**src/rtl/muldiv_seq_if.sv**
```systemverilog
// Operation, MTHI/MTLO and result signals between the control unit and muldiv_seq.
interface muldiv_seq_if #(
  parameter int unsigned DATA_WIDTH = 32,
  parameter int unsigned OP_WIDTH   = 2
);
  logic                  i_start;
  logic [OP_WIDTH-1:0]   i_op;
  logic [DATA_WIDTH-1:0] i_op_a;
  logic [DATA_WIDTH-1:0] i_op_b;
  logic                  i_hi_we;
  logic                  i_lo_we;
  logic [DATA_WIDTH-1:0] i_wdata;
  logic                  o_busy;
  logic                  o_done;
  logic                  o_div_zero;
  logic [DATA_WIDTH-1:0] o_hi;
  logic [DATA_WIDTH-1:0] o_lo;

  // Control-unit side.
  modport master (
    output i_start, i_op, i_op_a, i_op_b, i_hi_we, i_lo_we, i_wdata,
    input  o_busy, o_done, o_div_zero, o_hi, o_lo
  );

  // Execution-unit side.
  modport slave (
    input  i_start, i_op, i_op_a, i_op_b, i_hi_we, i_lo_we, i_wdata,
    output o_busy, o_done, o_div_zero, o_hi, o_lo
  );
endinterface

```
**src/rtl/muldiv_seq.sv**
```systemverilog
// Iterative MULT/MULTU/DIV/DIVU unit, one bit per cycle, owning the HI/LO registers.
module muldiv_seq #(
  parameter int unsigned DATA_WIDTH = 32,
  parameter int unsigned OP_WIDTH   = 2
) (
  input  logic        i_clk,
  input  logic        i_rst_n,
  muldiv_seq_if.slave bus
);

  localparam int unsigned W     = DATA_WIDTH;
  localparam int unsigned CNT_W = (W > 1) ? $clog2(W) : 1;
  localparam logic [CNT_W-1:0] CNT_LAST = CNT_W'(W - 1);

  typedef enum logic [1:0] {
    ST_IDLE = 2'd0,
    ST_CALC = 2'd1,
    ST_FIX  = 2'd2
  } state_e;

  state_e             state_q, state_d;
  logic [CNT_W-1:0]   cnt_q, cnt_d;
  logic               is_div_q, is_div_d;
  logic               is_signed_q, is_signed_d;
  logic               sign_res_q, sign_res_d;
  logic               sign_rem_q, sign_rem_d;
  logic               div_zero_q, div_zero_d;
  logic [W-1:0]       a_mag_q, a_mag_d;
  logic [W-1:0]       b_mag_q, b_mag_d;
  logic [W-1:0]       raw_a_q, raw_a_d;
  logic [2*W-1:0]     acc_q, acc_d;
  logic [W-1:0]       rem_q, rem_d;
  logic [W-1:0]       quo_q, quo_d;
  logic [W-1:0]       hi_q, hi_d;
  logic [W-1:0]       lo_q, lo_d;
  logic               done_q, done_d;
  logic               dz_q, dz_d;

  logic [OP_WIDTH-1:0] op_c;
  logic                op_signed_c;
  logic [W-1:0]        a_abs_c, b_abs_c;
  logic [W:0]          mul_sum_c;
  logic [W:0]          div_shift_c;
  logic [W:0]          div_diff_c;
  logic                div_ge_c;
  logic [2*W-1:0]      prod_fix_c;
  logic [W-1:0]        quo_fix_c, rem_fix_c;

  assign op_c = bus.i_op;

  // Operand magnitudes, per-iteration datapath and final sign fix-up.
  always_comb begin
    op_signed_c = ~op_c[0];
    a_abs_c     = (op_signed_c && bus.i_op_a[W-1]) ? W'(-bus.i_op_a) : bus.i_op_a;
    b_abs_c     = (op_signed_c && bus.i_op_b[W-1]) ? W'(-bus.i_op_b) : bus.i_op_b;

    // Shift-add: add multiplicand into the upper half when the current multiplier bit is set.
    mul_sum_c   = {1'b0, acc_q[2*W-1:W]} + (acc_q[0] ? {1'b0, a_mag_q} : {(W+1){1'b0}});

    // Restoring step: bring in the next dividend bit and try subtracting the divisor.
    div_shift_c = {rem_q, quo_q[W-1]};
    div_ge_c    = (div_shift_c >= {1'b0, b_mag_q});
    div_diff_c  = div_shift_c - {1'b0, b_mag_q};

    prod_fix_c  = (is_signed_q && sign_res_q) ? (2*W)'(-acc_q) : acc_q;
    quo_fix_c   = (is_signed_q && sign_res_q) ? W'(-quo_q) : quo_q;
    rem_fix_c   = (is_signed_q && sign_rem_q) ? W'(-rem_q) : rem_q;
  end

  // Next-state and next-register logic.
  always_comb begin
    state_d     = state_q;
    cnt_d       = cnt_q;
    is_div_d    = is_div_q;
    is_signed_d = is_signed_q;
    sign_res_d  = sign_res_q;
    sign_rem_d  = sign_rem_q;
    div_zero_d  = div_zero_q;
    a_mag_d     = a_mag_q;
    b_mag_d     = b_mag_q;
    raw_a_d     = raw_a_q;
    acc_d       = acc_q;
    rem_d       = rem_q;
    quo_d       = quo_q;
    hi_d        = hi_q;
    lo_d        = lo_q;
    done_d      = 1'b0;
    dz_d        = 1'b0;

    unique case (state_q)
      ST_IDLE: begin
        if (bus.i_hi_we) hi_d = bus.i_wdata;
        if (bus.i_lo_we) lo_d = bus.i_wdata;
        if (bus.i_start) begin
          state_d     = ST_CALC;
          cnt_d       = '0;
          is_div_d    = op_c[1];
          is_signed_d = op_signed_c;
          sign_res_d  = bus.i_op_a[W-1] ^ bus.i_op_b[W-1];
          sign_rem_d  = bus.i_op_a[W-1];
          div_zero_d  = op_c[1] && (bus.i_op_b == '0);
          a_mag_d     = a_abs_c;
          b_mag_d     = b_abs_c;
          raw_a_d     = bus.i_op_a;
          acc_d       = {{W{1'b0}}, b_abs_c};
          rem_d       = '0;
          quo_d       = a_abs_c;
        end
      end

      ST_CALC: begin
        if (is_div_q) begin
          rem_d = W'(div_ge_c ? div_diff_c : div_shift_c);
          quo_d = {quo_q[W-2:0], div_ge_c};
        end else begin
          acc_d = {mul_sum_c, acc_q[W-1:1]};
        end
        if (cnt_q == CNT_LAST) begin
          state_d = ST_FIX;
          cnt_d   = '0;
        end else begin
          cnt_d = cnt_q + CNT_W'(1);
        end
      end

      ST_FIX: begin
        state_d = ST_IDLE;
        done_d  = 1'b1;
        if (!is_div_q) begin
          hi_d = prod_fix_c[2*W-1:W];
          lo_d = prod_fix_c[W-1:0];
        end else if (div_zero_q) begin
          hi_d = raw_a_q;
          lo_d = '1;
          dz_d = 1'b1;
        end else begin
          hi_d = rem_fix_c;
          lo_d = quo_fix_c;
        end
      end

      default: state_d = ST_IDLE;
    endcase
  end

  // State and datapath registers.
  always_ff @(posedge i_clk or negedge i_rst_n) begin
    if (!i_rst_n) begin
      state_q     <= ST_IDLE;
      cnt_q       <= '0;
      is_div_q    <= 1'b0;
      is_signed_q <= 1'b0;
      sign_res_q  <= 1'b0;
      sign_rem_q  <= 1'b0;
      div_zero_q  <= 1'b0;
      a_mag_q     <= '0;
      b_mag_q     <= '0;
      raw_a_q     <= '0;
      acc_q       <= '0;
      rem_q       <= '0;
      quo_q       <= '0;
      hi_q        <= '0;
      lo_q        <= '0;
      done_q      <= 1'b0;
      dz_q        <= 1'b0;
    end else begin
      state_q     <= state_d;
      cnt_q       <= cnt_d;
      is_div_q    <= is_div_d;
      is_signed_q <= is_signed_d;
      sign_res_q  <= sign_res_d;
      sign_rem_q  <= sign_rem_d;
      div_zero_q  <= div_zero_d;
      a_mag_q     <= a_mag_d;
      b_mag_q     <= b_mag_d;
      raw_a_q     <= raw_a_d;
      acc_q       <= acc_d;
      rem_q       <= rem_d;
      quo_q       <= quo_d;
      hi_q        <= hi_d;
      lo_q        <= lo_d;
      done_q      <= done_d;
      dz_q        <= dz_d;
    end
  end

  // Outputs: registered, busy decoded from the state register.
  assign bus.o_busy     = (state_q != ST_IDLE);
  assign bus.o_done     = done_q;
  assign bus.o_div_zero = dz_q;
  assign bus.o_hi       = hi_q;
  assign bus.o_lo       = lo_q;

endmodule

```
**src/flat_wrapper.sv**
```systemverilog
// flat-port wrapper written by rule: the top's interface ports become plain ports
module muldiv_seq_flat 
#(
  parameter int unsigned DATA_WIDTH = 32,
  parameter int unsigned OP_WIDTH   = 2
)
  (i_clk, i_rst_n, bus_i_start, bus_i_op, bus_i_op_a, bus_i_op_b, bus_i_hi_we, bus_i_lo_we, bus_i_wdata, bus_o_busy, bus_o_done, bus_o_div_zero, bus_o_hi, bus_o_lo);
  muldiv_seq_if #(.DATA_WIDTH(DATA_WIDTH), .OP_WIDTH(OP_WIDTH)) bus_i ();
  input  logic i_clk;
  input  logic i_rst_n;
  input wire logic [$bits(bus_i.i_start)-1:0] bus_i_start;
  input wire logic [$bits(bus_i.i_op)-1:0] bus_i_op;
  input wire logic [$bits(bus_i.i_op_a)-1:0] bus_i_op_a;
  input wire logic [$bits(bus_i.i_op_b)-1:0] bus_i_op_b;
  input wire logic [$bits(bus_i.i_hi_we)-1:0] bus_i_hi_we;
  input wire logic [$bits(bus_i.i_lo_we)-1:0] bus_i_lo_we;
  input wire logic [$bits(bus_i.i_wdata)-1:0] bus_i_wdata;
  output wire logic [$bits(bus_i.o_busy)-1:0] bus_o_busy;
  output wire logic [$bits(bus_i.o_done)-1:0] bus_o_done;
  output wire logic [$bits(bus_i.o_div_zero)-1:0] bus_o_div_zero;
  output wire logic [$bits(bus_i.o_hi)-1:0] bus_o_hi;
  output wire logic [$bits(bus_i.o_lo)-1:0] bus_o_lo;
  assign bus_i.i_start = bus_i_start;
  assign bus_i.i_op = bus_i_op;
  assign bus_i.i_op_a = bus_i_op_a;
  assign bus_i.i_op_b = bus_i_op_b;
  assign bus_i.i_hi_we = bus_i_hi_we;
  assign bus_i.i_lo_we = bus_i_lo_we;
  assign bus_i.i_wdata = bus_i_wdata;
  assign bus_o_busy = bus_i.o_busy;
  assign bus_o_done = bus_i.o_done;
  assign bus_o_div_zero = bus_i.o_div_zero;
  assign bus_o_hi = bus_i.o_hi;
  assign bus_o_lo = bus_i.o_lo;
  muldiv_seq #(.DATA_WIDTH(DATA_WIDTH), .OP_WIDTH(OP_WIDTH)) u_core (.i_clk(i_clk), .i_rst_n(i_rst_n), .bus(bus_i));
endmodule
```
**config.mk**
```make
export PLATFORM = sky130hd
export DESIGN_NAME = muldiv_seq_flat
export DESIGN_NICKNAME = d
export VERILOG_FILES = /design/src/rtl/muldiv_seq_if.sv /design/src/rtl/muldiv_seq.sv /design/src/flat_wrapper.sv
export SDC_FILE = /design/constraint.sdc
export NUM_CORES = 1
export LEC_CHECK = 0
export CAP_MARGIN = 10
export CORE_AREA = 2 2 188 190
export DETAILED_ROUTE_END_ITERATION = 7
export DIE_AREA = 0 0 190 192
export DONT_BUFFER_PORTS = 1
export PLACE_DENSITY = 0.73
export SLEW_MARGIN = 20
export SYNTH_ARGS = -nofsm -noshare
export SYNTH_HDL_FRONTEND = slang
export SYNTH_SLANG_ARGS = --single-unit
```
**constraint.sdc**
```tcl
create_clock -name i_clk -period 5.2 [get_ports i_clk]
set_input_delay 0.78 -clock i_clk [delete_from_list [all_inputs] [get_ports i_clk]]
set_output_delay 0.78 -clock i_clk [all_outputs]
set_load 0.01 [all_outputs]
```
==> run_results.csv <==
group,metric,value,unit
power_and_ir_drop,power_density,731,nW/um^2
yosys,synth_warnings,0,
power_and_ir_drop,combPwrFrac,52.9,%
worst_setup_path,critical_path_arrival,4140,ps
floorplan,pin_count,170,
routing,drt_iter0_drc,2379,
sta,worst_pin_slew,1100,ps
global_route,grt_pass1_wl,110,mm
clock_network,clockBufferDepth,3,
yosys,ys_ff_latch,300,
power_and_ir_drop,power.share.clock,16.5,%
sta,rsz0062_at_grt,"no",
power_and_ir_drop,switching_share,48.7,%
sta,fmax,0.268,GHz
worst_setup_path,cp-end-kind,"register",
floorplan,die_w,190,microns
sta,post-route-min-period,3740,ps
global_route,grt_pass1_vias,18254,
clock_network,cts.sinks,300,
placement,port_buffers,0,
layout,num_antenna_cells,0,
floorplan,coreArea,34300,sq um
global_route,grt_max_degree,301,
worst_setup_path,rr_worst_depth,11,
worst_setup_path,startpoint_type,"register",
power_and_ir_drop,irDropWorstVdd,0.000454,V
hold_path,hold_class,"input pin to async pin",
yosys,yosysSeqAreaShare,36.6,%
yosys,netlist_top_cells_area,"dfrtp_1 (37%), nand2_1 (8.2%), o21ai_0 (7.6%)",
sta,fin_setup_tns,0,ps
power_and_ir_drop,p_int,0.00826,W
yosys,yosysMostFrequentCell,"nand2_1",
global_route,grt_usage,39.9,%
worst_setup_path,cp_max_fo,33,
layout,area.sequential,7510,sq um
routing,firstDrtPassIters,6,
placement,routabilityCongestion,0.995,
worst_setup_path,required,5600,ps
clock_network,cts_tree,"built",
yosys,yosysTopAreaCell,"dfrtp_1",
routing,wl_per_cell,24.7,microns
sta,setup_viol,0,
floorplan,rows,68,
sta,clock_skew,16.4,ps
worst_setup_path,crit_chain,"buf_4 > and2_1 > ha_1 > a41oi_1 > o21ai_0 > o311a_1 > o21ai_0 > o221ai_1 > a211oi_1 > xor2_1 > o21ai_0",
worst_setup_path,cpMaxStageDelayCell,"o21ai_0",
yosys,synth-edff-count,0,
layout,fin_nets,2668,
outcome,run_status,"complete, no violations",
layout,final_area,22000,sq um
sta,period_share,71.9,%
sta,maxSlewViolCount,0,
sta,hold_violations,0,
clock_network,cts-root-buf,"clkbuf_16",
clock_network,clk_pin_slew_worst_paths,60,ps
global_route,grt_overflow,0,
yosys,syn_area,20500,sq um
layout,multi_input_area,12200,sq um
floorplan,initial_utilization,59.8,%
clock_network,htreeDepth,2,
floorplan,die_y,192,microns
yosys,netlist.area_leader.share,36.6,%
power_and_ir_drop,p_sw,0.00783,W
yosys,synthCells,2576,
power_and_ir_drop,p_seq_share,30.6,%
worst_setup_path,max_stage_delay,580,ps
placement,dp_hpwl,55.4,mm
layout,syn2layout_area_growth,7.44,%
clock_network,clock_latency,530,ps
routing,ant_nets,0,
yosys,synth_common_cells,"nand2_1 (447), o21ai_0 (311), dfrtp_1 (300)",
global_route,antenna_found_initial,4,
clock_network,cts_setup_buffers,0,
yosys,syn_nets,2752,
placement,place_area,20800,sq um
routing,vias,19505,
routing,wirelength,73.4,mm
routing,drc,0,
yosys,avgSynthCellArea,7.96,sq um
routing,vias_per_cell,6.56,
clock_network,cts_made_buffers,36,
yosys,ys_types,72,
clock_network,ctsResizeCount,0,
yosys,async_flop_share,100,%
sta,maxSlewHeadroom,26.6,%
worst_setup_path,worst_path_most_repeated_cell,"o21ai_0",
yosys,synth_ff_type,"dfrtp_1",
power_and_ir_drop,leakage,9.51,nW
flow_run,drv_cap,0,
layout,layout-drive-gt1-share,4.81,%
worst_setup_path,worstSetupPathType,"register to register",
layout,fillers,2986,
floorplan,dieArea,36500,sq um
[cell type report]
cell class              count  area share, %
multi-input cells        2048           55.4
clock buffers              51           4.67
inverters                  81           1.38
flip-flops and latches    300           34.1
repair buffers             25           1.03
clock inverters            12          0.891
well taps                 455           2.58
[power groups by stage]
| stage | clock, W | sequential (W) | combinational, W |
|---|---|---|---|
| 3_5_place_dp | 0 | 0.00489 | 0.00825 |
| 5_1_grt | 0.00277 | 0.00500 | 0.00939 |
| 2_1_floorplan | 0 | 0.00429 | 0.00630 |
| 6_report | 0.00266 | 0.00492 | 0.00851 |
| 4_1_cts | 0.00267 | 0.00485 | 0.00830 |
| 3_3_place_gp | 0 | 0.00484 | 0.00813 |
[through the flow]
stage	cells	hold WS, ps	utilization [%]	total power (W)	worst slack (ps)
floorplan	2576	440	-	0.0106	1900
global placement	2907	454	60.5	0.0130	1760
detailed placement	2907	463	60.5	0.0131	1620
CTS	2970	-71.4	64.1	0.0158	1640
global route	2972	251	64.3	0.0172	1250
finish	2972	171	64.3	0.0161	1460
[worst paths after layout]
check	slack, ps	endpoint	from
worst max-delay path	1460	u_core.acc_q[60]$_DFFE_PN0P_	u_core.acc_q[0]$_DFFE_PN0P_
worst min-delay path	170	u_core.acc_q[56]$_DFFE_PN0P_	i_rst_n
worst max register to register	1460	u_core.acc_q[60]$_DFFE_PN0P_	u_core.acc_q[0]$_DFFE_PN0P_
worst min register to register	470	u_core.a_mag_q[14]$_DFFE_PN0P_	u_core.a_mag_q[14]$_DFFE_PN0P_
max in group asynchronous	4160	u_core.is_div_q$_DFFE_PN0P_	i_rst_n
min in group i_clk	360	u_core.raw_a_q[23]$_DFFE_PN0P_	bus_i_op_a[23]
[layout by cell type, fill, tap and decap left out, types with 9 or more instances in the layout]
master     count
or3_1         22
nor3_1        48
buf_4         23
o221ai_1      17
o22ai_1       33
nor4_1        23
o41ai_1       13
nand2b_1      17
and3_1         9
ha_1          71
clkbuf_1       9
o21ai_1        9
nor2_1       189
o31ai_1       31
a22oi_1       12
nand4_1       12
o21ai_0      311
inv_1         81
or2_2         13
xnor2_1      131
a21oi_1      219
nor2b_1        9
dfrtp_1      299
a21o_1        33
or4_1         15
nand3_1       23
o211ai_1      13
a31oi_1       27
o21bai_1      15
and2_1        40
mux2i_1       26
a211oi_1      13
nand2_1      444
clkbuf_16     37
xor2_1       100
[layer usage]
metal	vias up	global-route usage [%]	part of all wire, %
met5	-	0	0.046
met4	6	18.3	5.1
met3	206	8.68	10
met2	1084	63.9	46
met1	9290	51.7	39
li1	8919	-	-
[worst max-delay path, delay by kind of cell, from the launching register on]
| kind | cells | cell delay (ps) |
|---|---|---|
| simple gates | 1 | 180 |
| flops | 1 | 400 |
| fa+ha+maj | 1 | 340 |
| buf+inv | 1 | 230 |
| xor+xnor | 1 | 180 |
| compound gates | 7 | 2260 |
[sequential cells by signal (all words and copies together) (netlist names), 2 cells and up]
register         flops
u_core.quo_q        32
u_core.rem_q        32
u_core.acc_q        64
u_core.bus.o_lo     32
u_core.raw_a_q      32
u_core.state_q       2
u_core.cnt_q         5
u_core.b_mag_q      32
u_core.a_mag_q      31
u_core.bus.o_hi     32
[kinds of logic (layout without fill, tap and decap cells)]
logic type,count (synthesis),after routing,synth area share [%]
compound gates,813,813,23.5
xor+xnor,231,231,9.87
fa+ha+maj,73,73,4.53
buf+inv,228,169,4.19
flops,300,300,36.6
mux,29,29,1.43
simple gates,902,902,19.9
Power figures use the tool's default switching activity.
